File: config.mk
export PLATFORM = sky130hd
export DESIGN_NAME = r0
export DESIGN_NICKNAME = d
export VERILOG_FILES = /design/src/rtl/r0_pkg.sv /design/src/rtl/r0_word.sv /design/src/rtl/r0.sv
export SDC_FILE = /design/constraint.sdc
export NUM_CORES = 1
export LEC_CHECK = 0
export CAP_MARGIN = 20
export CELL_PAD_IN_SITES_DETAIL_PLACEMENT = 0
export CELL_PAD_IN_SITES_GLOBAL_PLACEMENT = 1
export CORE_AREA = 2 2 58 60
export CTS_CLUSTER_DIAMETER = 120
export CTS_CLUSTER_SIZE = 40
export DETAILED_ROUTE_END_ITERATION = 10
export DIE_AREA = 0 0 60 62
export PLACE_DENSITY_LB_ADDON = 0.25
export SYNTH_ARGS = -nofsm -noshare
export SYNTH_HDL_FRONTEND = slang
export SYNTH_SLANG_ARGS = --single-unit
File: constraint.sdc
create_clock -name clk -period 2.9 [get_ports clk]
set_input_delay 0.87 -clock clk [delete_from_list [all_inputs] [get_ports clk]]
set_output_delay 0.87 -clock clk [all_outputs]
set_load 0.05 [all_outputs]
File: src/rtl/r0_pkg.sv
// Shared constants and types for the R0 register-file RAM.
package r0_pkg;

    localparam int R0_ADDR_W = 2;
    localparam int R0_DATA_W = 4;
    localparam int R0_DEPTH  = 4;

    typedef logic [R0_DATA_W-1:0] r0_word_t;

endpackage : r0_pkg

File: src/rtl/r0_word.sv
// One storage word of the R0 RAM: a DATA_W register with asynchronous
// active-low clear and a write enable.
module r0_word #(
    parameter int DATA_W = 4
) (
    input  logic              clk,
    input  logic              rst_n,
    input  logic              we,
    input  logic [DATA_W-1:0] d,
    output logic [DATA_W-1:0] q
);

    logic [DATA_W-1:0] r_q;

    // Clear on reset (takes priority over any edge); otherwise load d when selected.
    always_ff @(posedge clk or negedge rst_n) begin
        if (!rst_n) begin
            r_q <= '0;
        end else if (we) begin
            r_q <= d;
        end
    end

    assign q = r_q;

endmodule : r0_word

File: src/rtl/r0.sv
// R0 register-file RAM: 2**ADDR_W words of DATA_W bits. Every rising clock
// edge writes data_in to the addressed word (there is no write enable);
// the same address drives a combinational read of the stored array, so a
// freshly written value appears on RAM_out right after the edge.
module r0
    import r0_pkg::*;
#(
    parameter int ADDR_W = R0_ADDR_W,
    parameter int DATA_W = R0_DATA_W
) (
    input  logic              clk,
    input  logic              rst_n,
    input  logic [ADDR_W-1:0] adr,
    input  logic [DATA_W-1:0] data_in,
    output logic [DATA_W-1:0] RAM_out
);

    localparam int DEPTH = 2 ** ADDR_W;

    logic [DEPTH-1:0]  w_we;
    logic [DATA_W-1:0] w_q [DEPTH];

    // One-hot write decode: exactly one word is selected for every valid adr.
    always_comb begin
        w_we = '0;
        for (int i = 0; i < DEPTH; i++) begin
            w_we[i] = (adr == ADDR_W'(i));
        end
    end

    // Storage array, one register per word.
    for (genvar g = 0; g < DEPTH; g++) begin : g_word
        r0_word #(
            .DATA_W (DATA_W)
        ) u_word (
            .clk   (clk),
            .rst_n (rst_n),
            .we    (w_we[g]),
            .d     (data_in),
            .q     (w_q[g])
        );
    end

    // Combinational read of the stored word; an X address yields X in simulation.
    always_comb begin
        RAM_out = w_q[adr];
    end

endmodule : r0

==> metrics.csv <==
metric;value;unit
largest cells by area after synthesis;dfrtp_1 54%, mux2_2 23%, mux4_2 12%;
Final WS setup;118.5;ps
final non-filler cell total;103;
Synth Area in XOR/XNOR;0;%
R2R cell count;1;
main combinational cell family by area after synthesis;multiplexers;
Hold Startpoint;g_word[2].u_word.q[1];
Global Route Usage Sum;8.515;%
Net Count, Synth;50;
Avg WL per Cell;13.15;µm
nature of the critical path endpoint;output port;
Relative slew margins;50.85;%
Final Util;29.79;%
drc violations;0;
WS Path Type;input pin to output port;
ANT nets after route;0;
worst r2r src;g_word[2].u_word.q[1];
Max-Cap Viols;0;
Gate Count Post-Synth;42;
global-route wire length before repair;2201;µm
Worst VDD drop;0.1511;mV
root buf cell;clkbuf_4;
vias;403;
synthesized cell area;738.2;µm²
count leader, synth;dfrtp_1;
count of final hold-check violations;0;
Die Y;62;µm
Slew @ Worst Pin;735.0;ps
Slew Limit Fails;0;
gpl congestion;0.6766;
Top Ports;12;
mux share of post-synthesis cell area;36.61;%
worst-skew pair later-pin latency;280;ps
Worst setup SP type;input pin;
simple-gate share of the synthesized area;6.102;%
area share of the largest cell type after synthesis;54.24;%
Tmin final;2781;ps
Rows;21;
status;finished, final reports clean;
worst hold path cell count;1;
Sw Share;28.95;%
RSZ-0062 raised after global routing;no;
Area Growth Syn to Fin;28.31;%
synth cell count leaders;16 x dfrtp_1, 15 x mux2_2, 4 x mux4_2;
Final Net Count;67;
Avg Inst Size Synth;17.58;µm²
NetSw;0.1564;mW
Max FO, Critical Path;5;
Final setup viols;0;
CTS max path bufs;2;
Data required, critical path;2030;ps
CP max-delay cell;mux4_2;
Hold Path Class;register to register;
period utilisation layout;95.91;%
initial antenna violation count;0;
Seq pwr share;50.2;%
total congestion overflow;0;
Num CTS Buffers;3;
largest net degree at the start of global routing;17;
EDFF count, synth;0;
input/output buffers;11;
Lkg Pwr;0.3837;nW
Antenna diodes;0;
vias in the first global route;445;
synthesis-stage register bit count;16;
Top FF cell, synth;dfrtp_1;
flip-flop count of the largest register after layout;16;
leading area contributor after synthesis;dfrtp_1;
Async S/R FF share, synth;100.0;%
clock tree from TritonCTS;built;
Post-CTS Setup Inserts;0;
die area;3720;µm²
CP arrival;1910;ps
Layout Skew;0;ps
power share of the combinational group;28.9;%
share of post-route cells with drive strength above 1;57.89;%
clock-pin slew on the worst setup and hold paths;90;ps
Peak Freq;359.5;MHz
YS warnings;0;
H-tree depth;1;
pre-CTS WS;-172.6;ps
DRT Wirelength;1354;µm
Via density;3.913;
Pre-antenna DRT Iters;4;
Clock Sink Count;16;
post-synthesis adder-cell area fraction;0;%
crit-path cells;dlygate4sd2_1 -> buf_6 -> mux4_2 -> buf_8;
Int Pwr;0.3836;mW
Crit. Startpoint;adr[0];
crit-path max cell delay;520;ps
dpl cells;100;
Placeable Area;3179;µm²
pwr/cell area;570.1;nW/µm²
initial core utilization;23.22;%
die width;60;µm
compound-cell area share of the yosys netlist;0;%
Clk pwr share;20.9;%
Yosys cell types;8;
initial drt markers;2;
sequential area share after synthesis;54.24;%
## metrics by stage
step                hold slack (ps)  TNS (ps)  power, mW  area [µm²]
floorplan                     452.4         0     0.3764       738.2
global placement              472.8    -682.0     0.4227       908.4
detailed placement            491.0    -649.7     0.4256       908.4
CTS                           511.1         0     0.5496       947.2
global route                  532.8         0     0.5756       947.2
finish                        498.6         0     0.5400       947.2
## what timing repair did
item                                    in CTS  in global routing
resized for setup                            7                  0
hold buffers                                 0                  0
endpoints found under the hold margin        0                  0
endpoints found under the setup margin       4                  0
## worst paths after layout
check	endpoint	slack (ps)
setup reg to reg	g_word[2].u_word.q[1]	2130
min in group asynchronous	g_word[2].u_word.q[1]	1020
hold / removal	g_word[2].u_word.q[1]	500
setup / recovery	RAM_out[2]	120
hold reg to reg	g_word[2].u_word.q[1]	500
max in group asynchronous	g_word[3].u_word.q[0]	1420
## cell type report
type                            count  area (µm²)
Timing Repair Buffer               14       151.4
Multi-Input combinational cell     24       315.3
Fill cell                         327        2232
Sequential cell                    16       400.4
Clock buffer                        3       22.52
Tap cell                           46       57.56
## placed cells by master, fill, tap and decap left out
master	count
buf_12	1
nand2_2	1
dlygate4sd2_1	2
clkbuf_4	3
dfrtp_1	16
nor2_4	1
nor2b_4	2
buf_6	3
mux4_2	4
mux2_1	1
clkdlybuf4s50_1	5
mux2_2	15
buf_4	2
buf_8	1
## layer usage
metal	vias up	part of all wire [%]	wire (µm)	GRT usage (%)
li1	186	-	-	-
met1	208	47	641	10.67
met2	9	48	651	13.51
met3	0	4.6	62	1.449
met4	0	0	0	5.714
met5	-	0	0	0
## logic make-up (layout without fill, tap and decap cells)
family        after synthesis  in the layout
mux                        20             20
simple gates                4              4
buf+inv                     2             17
flops                      16             16
## power groups by stage
stage                     registers, mW  logic (mW)  clock network (mW)
final                             0.271       0.156               0.113
after global routing              0.276       0.166               0.134
after detailed placement          0.277       0.149                   0
after CTS                         0.272       0.159               0.119
after global placement            0.275       0.148                   0
after floorplan                   0.270       0.106                   0
## worst max-delay path, delay by kind of cell
family / cells / cell delay (ps)
mux: 1 / 520
buf+inv: 3 / 510
No activity file was read; power rests on OpenSTA's default activity.
